### src/rtl/cp0_unit.sv
// Coprocessor-0 for the single-cycle MIPS core: Status/Cause/EPC, IRQ synchronizer,
// SYSCALL/interrupt take, MFC0/MTC0 access and ERET return.
module cp0_unit #(
  parameter logic [31:0] HANDLER_ADDR = 32'h0000_3000,
  parameter int          NUM_IRQ      = 3
) (
  input  logic               clk_i,
  input  logic               rst_i,
  input  logic               iscop0_i,
  input  logic               issyscall_i,
  input  logic [4:0]         cop0_op_i,
  input  logic [5:0]         func_i,
  input  logic [4:0]         cp0_sel_i,
  input  logic [31:0]        wdata_i,
  input  logic [31:0]        pc_i,
  input  logic [NUM_IRQ-1:0] irq_i,
  output logic [31:0]        rdata_o,
  output logic               exc_take_o,
  output logic [31:0]        exc_pc_o,
  output logic               eret_o,
  output logic [31:0]        epc_out_o
);

  localparam logic [7:0] IP_MASK = 8'((9'd1 << NUM_IRQ) - 9'd1);

  logic               ie_q, ie_d;
  logic               exl_q, exl_d;
  logic [7:0]         im_q, im_d;
  logic [4:0]         exccode_q, exccode_d;
  logic [7:0]         ip_q, ip_d;
  logic [31:0]        epc_q, epc_d;
  logic [NUM_IRQ-1:0] s1_q, s2_q, s3_q;

  logic [7:0] ip_set_s;
  logic       int_req_s;
  logic       exc_take_s;
  logic       mtc0_s;
  logic       eret_dec_s;

  // A rising synchronized level sets IP once, however long irq stays high.
  assign ip_set_s   = 8'(s2_q & ~s3_q);
  assign int_req_s  = ie_q & ~exl_q & (|(ip_q & im_q));
  assign exc_take_s = issyscall_i | int_req_s;
  assign mtc0_s     = iscop0_i & (cop0_op_i == 5'b00100) & ~exc_take_s;
  assign eret_dec_s = iscop0_i & (cop0_op_i == 5'b10000) & (func_i == 6'b011000);

  assign exc_take_o = exc_take_s;
  assign exc_pc_o   = HANDLER_ADDR;
  assign eret_o     = eret_dec_s & ~exc_take_s;
  assign epc_out_o  = epc_q;

  // Next-state for Status/Cause/EPC: take beats MTC0 beats ERET.
  always_comb begin
    ie_d      = ie_q;
    exl_d     = exl_q;
    im_d      = im_q;
    exccode_d = exccode_q;
    ip_d      = ip_q | ip_set_s;
    epc_d     = epc_q;
    if (exc_take_s) begin
      epc_d     = pc_i;
      exl_d     = 1'b1;
      exccode_d = issyscall_i ? 5'd8 : 5'd0;
    end else if (mtc0_s) begin
      case (cp0_sel_i)
        5'd12: begin
          ie_d  = wdata_i[0];
          exl_d = wdata_i[1];
          im_d  = wdata_i[15:8];
        end
        5'd13:   ip_d  = (wdata_i[15:8] & IP_MASK) | ip_set_s;
        5'd14:   epc_d = wdata_i;
        default: epc_d = epc_q;
      endcase
    end else if (eret_dec_s) begin
      exl_d = 1'b0;
    end else begin
      exl_d = exl_q;
    end
  end

  // State registers and IRQ synchronizer with synchronous reset.
  always_ff @(posedge clk_i) begin
    if (rst_i) begin
      ie_q      <= 1'b0;
      exl_q     <= 1'b0;
      im_q      <= 8'd0;
      exccode_q <= 5'd0;
      ip_q      <= 8'd0;
      epc_q     <= 32'd0;
      s1_q      <= '0;
      s2_q      <= '0;
      s3_q      <= '0;
    end else begin
      ie_q      <= ie_d;
      exl_q     <= exl_d;
      im_q      <= im_d;
      exccode_q <= exccode_d;
      ip_q      <= ip_d;
      epc_q     <= epc_d;
      s1_q      <= irq_i;
      s2_q      <= s1_q;
      s3_q      <= s2_q;
    end
  end

  // MFC0 read mux; unmapped selectors read zero.
  always_comb begin
    rdata_o = 32'd0;
    case (cp0_sel_i)
      5'd12:   rdata_o = {16'd0, im_q, 6'd0, exl_q, ie_q};
      5'd13:   rdata_o = {16'd0, ip_q, 1'b0, exccode_q, 2'b00};
      5'd14:   rdata_o = epc_q;
      default: rdata_o = 32'd0;
    endcase
  end

endmodule

### config.mk
export PLATFORM = sky130hd
export DESIGN_NAME = cp0_unit
export DESIGN_NICKNAME = d
export VERILOG_FILES = /design/src/rtl/cp0_unit.sv
export SDC_FILE = /design/constraint.sdc
export NUM_CORES = 1
export LEC_CHECK = 0
export ABC_AREA = 1
export BUFFER_PORTS_ARGS = -buffer_cell sky130_fd_sc_hd__buf_4
export CAP_MARGIN = 30
export CORE_UTILIZATION = 48
export DETAILED_ROUTE_END_ITERATION = 6
export HOLD_SLACK_MARGIN = 0.06
export PLACE_DENSITY = 0.86
export SYNTH_ARGS = -nofsm -noshare
export SYNTH_HDL_FRONTEND = slang
export SYNTH_SLANG_ARGS = --single-unit
### constraint.sdc
create_clock -name clk_i -period 3.5 [get_ports clk_i]
set_input_delay 0.875 -clock clk_i [delete_from_list [all_inputs] [get_ports clk_i]]
set_output_delay 0.875 -clock clk_i [all_outputs]
set_load 0.02 [all_outputs]
# Word level (Yosys, flattened, before mapping)

Index checks and enable logic that the tools add are counted.

Bits in registers: 64
Bits of input ports: 87
Output and inout bits: 98
Logic and storage cells: 50

Equality and inequality tests: 7
Muxes and demuxes: 12
Bitwise operators: 15
Reductions and logical operators: 7

Operator list:

| operator                                               | number |
|---|---|
| two-way mux 32 bit                                     | 3 |
| case mux 32 bit (3 select lines)                       | 1 |
| two-way mux 8 bit                                      | 3 |
| == test 5 x 4 -> 1 bit (second input constant)         | 3 |
| bitwise AND 3 x 8 -> 8 bit                             | 1 |
| bitwise AND 8 bit                                      | 1 |
| NOT 3 -> 8 bit                                         | 1 |
| bitwise OR 3 x 8 -> 8 bit                              | 1 |
| bitwise OR 8 bit                                       | 1 |
| OR reduction 8 bit                                     | 1 |
| bitwise AND 1 bit                                      | 7 |
| == test 6 x 5 -> 1 bit (second input constant)         | 1 |
| == test 5 x 3 -> 1 bit (second input constant)         | 1 |
| == test 5 bit (second input constant)                  | 1 |
| two-way mux 1 bit                                      | 4 |
| two-way mux 4 bit                                      | 1 |
| AND reduction 2 bit                                    | 2 |
| nonzero test 2 bit                                     | 2 |
| inequality test 3 x 2 -> 1 bit (second input constant) | 1 |
| AND reduction 3 bit                                    | 1 |
| nonzero test 3 bit                                     | 1 |
| NOT 1 bit                                              | 2 |
| bitwise OR 1 bit                                       | 1 |

# Longest topological paths before layout

Gate-level depths: netlist of run 1.

Depth in word-level cells: 8
Mapped depth: 10
Depth with buffers taken out: 9

# Least setup slack after synthesis of run 1

Ideal clock, no wire load.

Path kind: input -> output
Start point: input cp0_sel_i[0]
End point: output rdata_o[11]
Data arrival time: 1.947 ns
Data required time: 2.625 ns
Path slack: 0.678 ns
Cell stages on the path: 6
Buffers on the path: 1
Path through: inv_1 nand2_1 nor2_2 inv_1 clkbuf_1 o21ai_0

Cells in the longest elaborated chain, start to end: 2
Elaborated cells between the ends (all ways): 4
Those cells by class: eq/ne (3); mux (1)

Ends and longest elaborated chain:

| item                               | RTL line | RTL |
|---|---|---|
| start, declared                    | 13       | `input logic [4:0] cp0_sel_i,` |
| == test 5 x 4 -> 1 bit             | 110      | `case (cp0_sel_i)` |
| case mux 32 bit (3 select lines) * | 110      |  |
| end, declared                      | 17       | `output logic [31:0] rdata_o,` |

Mark *: on every way between the ends. The rest lies on a longest branch, timed or not.

# Final worst setup path of run 1

Start point: input cp0_sel_i[0]
End point: output rdata_o[17]

The elaborated chain is that of the path after synthesis.

==> key figures, run 1 <==
GRT
  • First-pass GRT wire length: 13.8 mm
  • Congestion Overflow GR: 0
  • Tot GR Track Use: 23.9%
  • Largest net degree at the start of global routing: 48
  • Initial antenna violation count: 0
  • Vias in the first global route: 3135

Logic synthesis
  • Post-synthesis mux area share: 0%
  • Synth Area in Compound Gates: 10.4%
  • Sequential fraction of the synthesis area: 34.4%
  • Largest family of logic cells by synthesized area: simple AND/OR/NAND/NOR gates
  • Top cell type's share of synthesized area: between 30% and 40%
  • Number of synthesis warnings: 0
  • Syn Area/Cell: 6.18 um2
  • XOR/XNOR Fraction of Synth Area: 0%
  • Synth area leaders: dfxtp_1 (34%), nor2_1 (16%), nand2_1 (11%), buf_4 (8.0%), inv_1 (8.0%)
  • Count of state elements after synthesis: 55
  • Number of synthesized flops with an enable pin: 0
  • Top_reg_cell synth: dfxtp_1
  • Fraction of registers with async set/reset: 0%
  • Synth unique cells: 26
  • Simple-Gate Fraction of Synth Area: 34.8%
  • Most frequent cell after synthesis: nor2_1
  • Cell taking the most area after synthesis: dfxtp_1
  • Top post-synthesis cells by count: nor2_1 (138), nand2_1 (94), inv_1 (68)
  • Cell area after synthesis: 3200 um2
  • Adder-Cell Fraction of Synth Area: 0%
  • Synthesized instance count: around 520

Layout
  • Area grow syn2layout: 34.1%
  • Fillcell total: 597
  • Layout cells sized above 1: around a quarter
  • Final nets: around 740
  • Register area: 1100 um2
  • Antenna Cells: 0
  • Area taken by multi-input logic gates: 1570 um2

Status
  • Outcome: completed

Detailed routing
  • # DRC: 0
  • Final ANT Viol Nets: 0
  • Routed len/inst: 11.6 um
  • Vias: around 3500
  • Routed WL: between 8 and 9 mm
  • First drt pass iteration count: 5
  • Vias per inst: around 4.7
  • Starting DRT DRC Count: 157

Timing
  • Setup TNS: 0 ps
  • Max-slew violation count: 0
  • Fin. Hold Viols: 0
  • Relative slew slack: 57.2%
  • Clock Skew: 7.54 ps
  • RSZ-0062 raised after global routing: no
  • Setup violators final: 0
  • Fin crit share: between 80% and 90%
  • Slew @ Worst Pin: around 640 ps
  • Clock period minus worst slack: 2820 ps
  • Fmax: 0.354 GHz

Pwr
  • Clock power frac: 25.5%
  • Pwr Total: ~1.3 mW
  • Static Leak: 2.26 nW
  • Combinational Power Share: 23.6%
  • Sequential share of power: 50.8%
  • Pwr dens: 310 nW/um2
  • P_int: 0.932 mW
  • Switch Pwr: 0.399 mW
  • VDD IR max: 0.000190 V
  • Sw frac: 30.0%

Placement
  • Post-DP HPWL: 6.35 mm
  • IO Port Bufs: 152
  • Global placement routability congestion: 0.892

Die
  • Starting Density: around 50%
  • CORE AREA: 6390 um2
  • Cell Rows: 29
  • Die Y: 83.7 um
  • Die Width: approximately 84 um
  • Boundary Pins: about 190
  • Die area: between 7000 and 8000 um2

CTS
  • H-tree levels: 2
  • Clock Latency Late Sink: 300 ps
  • Hold-fix buffers, CTS: 0
  • Clock transition at the registers of the reported paths: roughly 90 ps
  • Post-CTS Resized: 0
  • Total CTS buffers: 5
  • Setup bufs post-CTS: 0
  • Clock Path Buffers: 2
  • Root buf cell: clkbuf_8
  • Clk sinks: 55
  • CTS tree: yes

Worst setup path
  • Critical Path Source Type: input pin
  • CP Data Arrival Time: between 1500 and 2000 ps
  • Critical path peak fanout: 19
  • Worst EP required: around 2600 ps
  • Critical path class: in2out
  • CP endpoint kind: output pin

Run
  • Max_cap viols: 0

Min path
  • Hold Path Class: reg2reg
stage by stage:
stage          util, %  instance area (um2)  std cells  hold slack (ps)  setup slack [ps]
2_1_floorplan        -                 3320        548              388               678
3_3_place_gp      65.7                 4200        725              389               403
3_5_place_dp      65.7                 4200        725              393               302
4_1_cts           67.0                 4280        733              406               296
5_1_grt           67.3                 4300        734              419               536
6_report          67.3                 4300        734              405               678
registers in the layout, summed over array words and instances, names as in the netlist:
register   cells
epc_out_o     32
exccode_q      1
exl_q          1
ie_q           1
im_q           8
ip_q           3
s1_q           3
s2_q           3
s3_q           3
per-layer routing:
metal / GRT usage, % / share of wire [%] / vias to the layer above
met1: 27.1 / 40 / 1553
met2: 44.3 / 52 / 131
met5: 0 / 0 / -
li1: - / - / 1779
met3: 5.54 / 7.1 / 11
met4: 6.63 / 1.3 / 0
critical path: stages:
cell and delay, ps:
buf_4 110, inv_1 60, nand2_1 60, nor2_2 110, inv_1 220, buf_8 250, nor2_1 100, buf_4 150
path summary, 6_finish.rpt:
kind / startpoint / to / slack [ps] / cells after the start
worst min-delay path: s1_q[0] / s2_q[0] / 410 / 2
worst max-delay path: cp0_sel_i[0] / rdata_o[17] / 680 / 8
worst max register to register: im_q[1] / ie_q / 1650 / 9
worst min register to register: s1_q[0] / s2_q[0] / 410 / 2
cells by family (layout without fill, tap and decap cells):
family                 after synthesis  in the layout
AND/OR/NAND/NOR                    272            272
buffers and inverters              126            235
AO/OA/AOI/OAI                       63             63
other                                2             32
flip-flops                          55             55
power by group through the flow:
stage | combinational (mW) | clock, mW | sequential (mW)
2_1_floorplan | 0.178 | 0 | 0.717
3_5_place_dp | 0.313 | 0 | 0.692
6_report | 0.315 | 0.340 | 0.677
3_3_place_gp | 0.307 | 0 | 0.690
4_1_cts | 0.314 | 0.356 | 0.677
5_1_grt | 0.348 | 0.373 | 0.681
layout make-up:
class	instances	area share (%)
Clock buffer	6	1.69
Clock inverter	2	0.291
Multi-Input combinational cell	367	36.5
Timing Repair Buffer	156	27.4
Inverter	71	6.20
Tap cell	77	2.24
Sequential cell	55	25.6
cell usage in the layout (no fill, tap or decap):
master	instances
nand3_4	1
clkbuf_1	1
o22ai_1	2
nand3_1	28
clkinv_2	1
dfxtp_1	55
nand2_4	1
inv_1	68
clkbuf_8	5
nand2_2	1
buf_8	1
inv_2	3
nor2_4	2
a32o_1	1
nand3b_1	2
nor2_2	3
a21oi_1	12
nor3_1	1
o21ai_1	3
and3_1	1
clkinvlp_4	1
nor2_1	138
o21ai_0	42
conb_1	32
buf_4	155
nand2_1	94
o221ai_1	3
Note: power is estimated with default switching activity, not from simulation.
==> inputs of run 2 (changes only) <==
Settings changed: CORE_UTILIZATION 48 to 44, PLACE_DENSITY 0.86 to 0.79.
Clock period 3.5 ns to 3 ns, I/O delays scaled along.
==> run 2 against run 1 <==
Compared with the run above: power up 23%; first-iteration DRC count fell by 24%; final cell count grew 2.7%; register-to-register slack worse by 770 ps; critical path type unchanged; critical endpoint is now rdata_o[0]; largest power group unchanged.
==> key figures, run 2 (synthesis gave the netlist of run 1 again) <==
Die
  • Die area: 7620 um2 (was 7000 um2)
  • CORE AREA: 6910 um2 (was 6390 um2)
  • Cell Rows: 30 (was 29)
  • Boundary Pins: 185 (unchanged)
  • Die Y: 87.3 um (was 83.7 um)
  • Die Width: 87.3 um (was 83.7 um)
  • Starting Density: 46.4% (was 50.2%)

CTS
  • Clock Path Buffers: 2 (unchanged)
  • H-tree levels: 2 (unchanged)
  • Clk sinks: 55 (unchanged)
  • Setup bufs post-CTS: 0 (unchanged)
  • Clock transition at the registers of the reported paths: 100 ps (was 90 ps)
  • Total CTS buffers: 5 (unchanged)
  • Hold-fix buffers, CTS: 0 (unchanged)
  • Clock Latency Late Sink: 300 ps (about the same)
  • Post-CTS Resized: 0 (unchanged)
  • Root buf cell: clkbuf_8 (unchanged)
  • CTS tree: yes (unchanged)

Placement
  • IO Port Bufs: 152 (unchanged)
  • Place WS: 307 ps (was 302 ps)
  • Post-DP HPWL: 6.57 mm (was 6.35 mm)
  • Global placement routability congestion: 0.833 (was 0.892)

Pwr
  • Pwr dens: 376 nW/um2 (was 310 nW/um2)
  • VDD IR max: 0.000231 V (was 0.000190 V)
  • Static Leak: 2.28 nW (was 2.26 nW)

Timing
  • Max-slew violation count: 0 (unchanged)
  • Relative slew slack: 55.6% (was 57.2%)
  • Slew @ Worst Pin: 665 ps (was 642 ps)
  • Clock period minus worst slack: 2690 ps
  • Setup violators final: 0 (unchanged)
  • Fin crit share: about nine tenths
  • Clock Skew: 5.53 ps (was 7.54 ps)
  • Fin. Hold Viols: 0 (unchanged)
  • Setup TNS: 0 ps (unchanged)
  • Setup ws final: 313 ps (was 678 ps)
  • Fmax: 0.372 GHz
  • RSZ-0062 raised after global routing: no (unchanged)

Detailed routing
  • Met2 Routed Length: 4.57 mm (was 4.40 mm)
  • Vias per inst: 4.57 (was 4.73)
  • Starting DRT DRC Count: 119 (was 157)
  • Met3 routed WL: 519 um (was 604 um)
  • Routed len/inst: 11.5 um (was 11.6 um)
  • # DRC: 0 (unchanged)
  • Top sig layer: met4 (unchanged)
  • DRT met1 WL: 3.56 mm (was 3.37 mm)
  • First drt pass iteration count: 4 (was 5)
  • Routed WL: 8.66 mm (was 8.49 mm)
  • Final ANT Viol Nets: 0 (unchanged)
  • Vias: 3448 (was 3474)

Worst setup path
  • Critical path peak fanout: 18 (was 19)
  • FF-to-FF Start: im_q[0] (was im_q[1])
  • Critical path class: in2out (unchanged)
  • Cells on worst reg2reg path: 10 (was 9)
  • CP Data Arrival Time: 1940 ps (was 1950 ps)
  • Worst EP required: 2250 ps (was 2620 ps)
  • Worst setup path end: rdata_o[0] (was rdata_o[17])
  • Worst r2r dst: im_q[5] (was ie_q)
  • Critical Path Source Type: input pin (unchanged)
  • Crit path from: cp0_sel_i[4] (was cp0_sel_i[0])
  • CP endpoint kind: output pin (unchanged)
  • Internal reg-to-reg setup slack: 880 ps (was 1650 ps)

Min path
  • Hold depth: 2 (unchanged)
  • Hold Path Class: reg2reg (unchanged)

GRT
  • Largest net degree at the start of global routing: 48 (unchanged)
  • Vias in the first global route: 3163 (was 3135)
  • Congestion Overflow GR: 0 (unchanged)
  • First-pass GRT wire length: 13.9 mm (was 13.8 mm)
  • Tot GR Track Use: 22.8% (was 23.9%)
  • Initial antenna violation count: 0 (unchanged)

Layout
  • Layout cells sized above 1: 26.6% (was 26.5%)
  • Max FFs per register: 32 (unchanged)
  • Area grow syn2layout: 35.6% (was 34.1%)
  • Commonest non-fill, non-tap cell in the layout: buf_4 (unchanged)
  • Antenna Cells: 0 (unchanged)
  • Commonest cells after routing, fill and taps aside: buf_4 (158), nor2_1 (138), nand2_1 (94) (was buf_4 (155), nor2_1 (138), nand2_1 (94))
  • Final nets: 745 (was 743)

Status
  • Outcome: completed (unchanged)

Run
  • Max_cap viols: 0 (unchanged)
run 2: worst max-delay path, stage by stage:
cell	delay, ps
buf_4	90
inv_1	40
nand3_1	70
nor2_2	50
inv_1	350
buf_4	320
o22ai_1	90
buf_4	160
run 2: area by class of cell:
class / instances / area (um2)
inverters: 71 / 267
multi-input cells: 367 / 1570
clock inverters: 1 / 30.0
well taps: 96 / 120
flip-flops and latches: 55 / 1100
clock buffers: 6 / 72.6
fillers: 659 / 2560
repair buffers: 158 / 1190
run 2: metal layers:
| layer | track usage (%) | up-vias |
|---|---|---|
| li1 | - | 1787 |
| met3 | 3.98 | 2 |
| met4 | 3.87 | 0 |
| met1 | 25.7 | 1534 |
| met5 | 0 | - |
| met2 | 44.5 | 125 |
run 2: report_power, final:
part           internal [mW]  switching, mW
registers              0.767         0.0242
logic                  0.158          0.209
clock network          0.245          0.231
run 2: how the worst min path moves through the flow:
stage	endpoint	slack [ps]	start
after floorplan	s2_q[0]	390	s1_q[0]
after global placement	s2_q[0]	390	s1_q[0]
after detailed placement	s2_q[1]	400	s1_q[1]
after CTS	s2_q[1]	410	s1_q[1]
after global routing	s2_q[1]	440	s1_q[1]
final	s2_q[0]	410	s1_q[0]
run 2: stage by stage:
stage          power, mW  instances  utilization [%]  instance area [um2]  hold slack, ps
2_1_floorplan       1.04        548                -                 3320             388
3_3_place_gp        1.17        747             61.4                 4240             388
3_5_place_dp        1.18        747             61.4                 4240             397
4_1_cts             1.65        754             62.9                 4340             410
5_1_grt             1.72        754             62.9                 4340             436
6_report            1.63        754             62.9                 4340             408
==> inputs of run 3 (changes only) <==
Settings changed: ABC_AREA 1 to 0, CORE_UTILIZATION 44 to 42.
==> run 3 against run 2 <==
Compared with the run above: the run now ends with DRC left; power decreased by 4.5%; sequential power increased by 0.9%; flip-flop and latch count unchanged; hold slack improved by 50 ps; area after synthesis decreased by 11%; critical path depth decreased by 2; combinational power decreased by 13%; clock power decreased by 7.4%; critical endpoint is now rdata_o[15]; wire length decreased by 3.2%; utilization decreased by 1.4 points; maximum frequency decreased by 0.64%; via count decreased by 13%.
==> key figures, run 3 <==
Status
  • Outcome: finished, violations left (was completed)
  • Failing checks: DRC

Detailed routing
  • # DRC: 18 (was 0)
  • First drt pass iteration count: 6 (was 4)
  • Final ANT Viol Nets: 0 (unchanged)
  • Starting DRT DRC Count: 179 (was 119)
  • Vias: 3000 (was 3448)
  • Vias per inst: 5.26 (was 4.57)
  • Routed len/inst: 14.7 um (was 11.5 um)
  • Routed WL: 8.39 mm (was 8.66 mm)

Layout
  • Post-Layout Cell Count: 570 (was 754)
  • Antenna Cells: 0 (unchanged)
  • Commonest non-fill, non-tap cell in the layout: buf_4 (unchanged)
  • Max FFs per register: 32 (unchanged)
  • Commonest cells after routing, fill and taps aside: buf_4 (159), nand2_1 (64), dfxtp_1 (55) (was buf_4 (158), nor2_1 (138), nand2_1 (94))
  • Final nets: 579 (was 745)
  • Fin util: 61.4% (was 62.9%)
  • Layout cells sized above 1: 34.5% (was 26.6%)
  • Area grow syn2layout: 39.6% (was 35.6%)
  • Cell area after layout: 3970 um2 (was 4340 um2)

CTS
  • H-tree levels: 2 (unchanged)
  • Post-CTS Resized: 0 (unchanged)
  • Total CTS buffers: 5 (unchanged)
  • Clock Latency Late Sink: 300 ps (about the same)
  • Clock Path Buffers: 2 (unchanged)
  • Hold-fix buffers, CTS: 0 (unchanged)
  • Setup bufs post-CTS: 0 (unchanged)
  • Clk sinks: 55 (unchanged)
  • Root buf cell: clkbuf_8 (unchanged)
  • CTS tree: yes (unchanged)
  • Clock transition at the registers of the reported paths: 90 ps (was 100 ps)

Pwr
  • Sw frac: 27.8% (was 28.4%)
  • Combinational Power Share: 20.6% (was 22.5%)
  • Pwr dens: 393 nW/um2 (was 376 nW/um2)
  • VDD IR max: 0.000193 V (was 0.000231 V)
  • Static Leak: 1.88 nW (was 2.28 nW)
  • P_int: 1.13 mW (was 1.17 mW)
  • Clock power frac: 28.3% (was 29.2%)
  • Sequential share of power: 51.2% (was 48.4%)
  • Switch Pwr: 0.434 mW (was 0.464 mW)

GRT
  • Largest net degree at the start of global routing: 78 (was 48)
  • First-pass GRT wire length: 13.3 mm (was 13.9 mm)
  • Vias in the first global route: 2880 (was 3163)
  • Initial antenna violation count: 0 (unchanged)
  • Congestion Overflow GR: 0 (unchanged)
  • Tot GR Track Use: 23.1% (was 22.8%)

Timing
  • Fin. Hold Viols: 0 (unchanged)
  • RSZ-0062 raised after global routing: no (unchanged)
  • Fin crit share: 90.1% (was 89.6%)
  • Slew @ Worst Pin: 748 ps (was 665 ps)
  • Hold_ws: 459 ps (was 408 ps)
  • Fmax: 0.370 GHz (was 0.372 GHz)
  • Setup TNS: 0 ps (unchanged)
  • Max-slew violation count: 0 (unchanged)
  • Relative slew slack: 50.1% (was 55.6%)
  • Clock Skew: 8.60 ps (was 5.53 ps)
  • Clock period minus worst slack: 2700 ps (was 2690 ps)
  • Setup violators final: 0 (unchanged)

Logic synthesis
  • Sequential fraction of the synthesis area: 38.7% (was 34.4%)
  • Synth unique cells: 32 (was 26)
  • Cell area after synthesis: 2840 um2 (was 3200 um2)
  • Fraction of registers with async set/reset: 0% (unchanged)
  • Most frequent cell after synthesis: nand2_1 (was nor2_1)
  • Count of state elements after synthesis: 55 (unchanged)
  • Number of synthesized flops with an enable pin: 0 (unchanged)
  • Top post-synthesis cells by count: nand2_1 (64), dfxtp_1 (55), buf_4 (35), nor2_1 (35), a311oi_1 (32) (was nor2_1 (138), nand2_1 (94), inv_1 (68))
  • Number of synthesis warnings: 0 (unchanged)
  • Top cell type's share of synthesized area: 38.7% (was 34.4%)
  • Synth area leaders: dfxtp_1 (39%), a311oi_1 (9.9%), buf_4 (9.2%), nand2_1 (8.5%), and3_1 (4.6%) (was dfxtp_1 (34%), nor2_1 (16%), nand2_1 (11%), buf_4 (8.0%), inv_1 (8.0%))
  • Cell taking the most area after synthesis: dfxtp_1 (unchanged)
  • Synthesized instance count: 358 (was 518)
  • Syn Area/Cell: 7.94 um2 (was 6.18 um2)
  • Top_reg_cell synth: dfxtp_1 (unchanged)

Worst setup path
  • Cell-by-cell trace of the critical path: buf_4 -> nand4bb_1 -> nor2_1 -> buf_4 -> a22o_1 -> buf_4 (was buf_4 -> inv_1 -> nand3_1 -> nor2_2 -> inv_1 -> buf_4 -> o22ai_1 -> buf_4)
  • CP Data Arrival Time: 1950 ps (was 1940 ps)
  • Critical path class: in2out (unchanged)
  • Worst path max stage delay: 390 ps (was 350 ps)
  • CP most frequent cell: buf_4 (unchanged)
  • Critical Path Source Type: input pin (unchanged)
  • Critical path peak fanout: 6 (was 18)
  • Worst EP required: 2250 ps (about the same)
  • Cells on worst reg2reg path: 5 (was 10)
  • CP endpoint kind: output pin (unchanged)
  • CP max stage cell: nor2_1 (was inv_1)

Placement
  • Global placement routability congestion: 0.830 (was 0.833)
  • Cell Area, Placed: 3870 um2 (was 4240 um2)
  • IO Port Bufs: 152 (unchanged)
  • Post-Place Cells: 562 (was 747)
  • Post-DP HPWL: 6.15 mm (was 6.57 mm)

Die
  • CORE AREA: 6460 um2 (was 6910 um2)
  • Die Y: 84.3 um (was 87.3 um)
  • Starting Density: 44.0% (was 46.4%)
  • Cell Rows: 29 (was 30)
  • Die area: 7100 um2 (was 7620 um2)
  • Boundary Pins: 185 (unchanged)
  • Die Width: 84.3 um (was 87.3 um)

Min path
  • Hold depth: 1 (was 2)
  • Hold Path Class: reg2reg (unchanged)

Run
  • Max_cap viols: 0 (unchanged)
## run 3: cell types whose count changed after synthesis, sizes merged, moves of 8 or more
cell / previous run / this run
nand3: 29 / 10
nor2: 143 / 35
clkbuf: 8 / 16
o21ai: 45 / 13
and3: 1 / 21
nor2b: 0 / 10
a22o: 0 / 8
inv: 71 / 6
a311oi: 0 / 32
nand2: 96 / 64
## run 3: stage by stage
stage / setup slack [ps] / total power, mW
after detailed placement: 331 / 1.13
final: 296 / 1.56
after global routing: 169 / 1.63
after floorplan: 598 / 1.00
after global placement: 323 / 1.13
after CTS: 316 / 1.57
## run 3: power groups by stage
stage	registers, mW	logic (mW)	clock network (mW)
floorplan	0.843	0.159	0
global placement	0.814	0.314	0
CTS	0.798	0.321	0.451
detailed placement	0.814	0.321	0
global route	0.804	0.347	0.477
finish	0.798	0.321	0.441
## run 3: cell type report
class                   count  area (um2)
flip-flops and latches     55        1100
multi-input cells         265        1460
clock buffers               8         100
well taps                  77        96.3
inverters                   6        22.5
repair buffers            159        1190
fillers                   582        2490
## run 3: worst max-delay path, delay by kind of cell
| kind | cells | cell delay [ps] |
|---|---|---|
| compound gates | 1 | 140 |
| simple gates | 2 | 590 |
| buf+inv | 3 | 470 |
## run 3: worst paths after layout
check	slack [ps]	endpoint	start
setup / recovery	300	rdata_o[15]	cp0_sel_i[4]
hold / removal	460	s2_q[2]	s1_q[2]
setup reg to reg	910	epc_out_o[3]	ip_q[2]
hold reg to reg	460	s2_q[2]	s1_q[2]
## run 3: metal layers
metal  share of wire (%)  vias up  GRT usage, %
met5                   0        -             0
met4                 1.3        0          5.49
met3                 7.7       15          5.60
met2                  50      137          42.1
met1                  41     1385          27.4
li1                    -     1463             -
## run 3: cells by family after synthesis
family                 after synthesis  synth area share [%]
AND/OR/NAND/NOR                    160                  27.6
AO/OA/AOI/OAI                       72                  19.0
buffers and inverters               68                  14.1
flip-flops                          55                  38.7
other                                2                 0.264
multiplexers                         1                 0.352
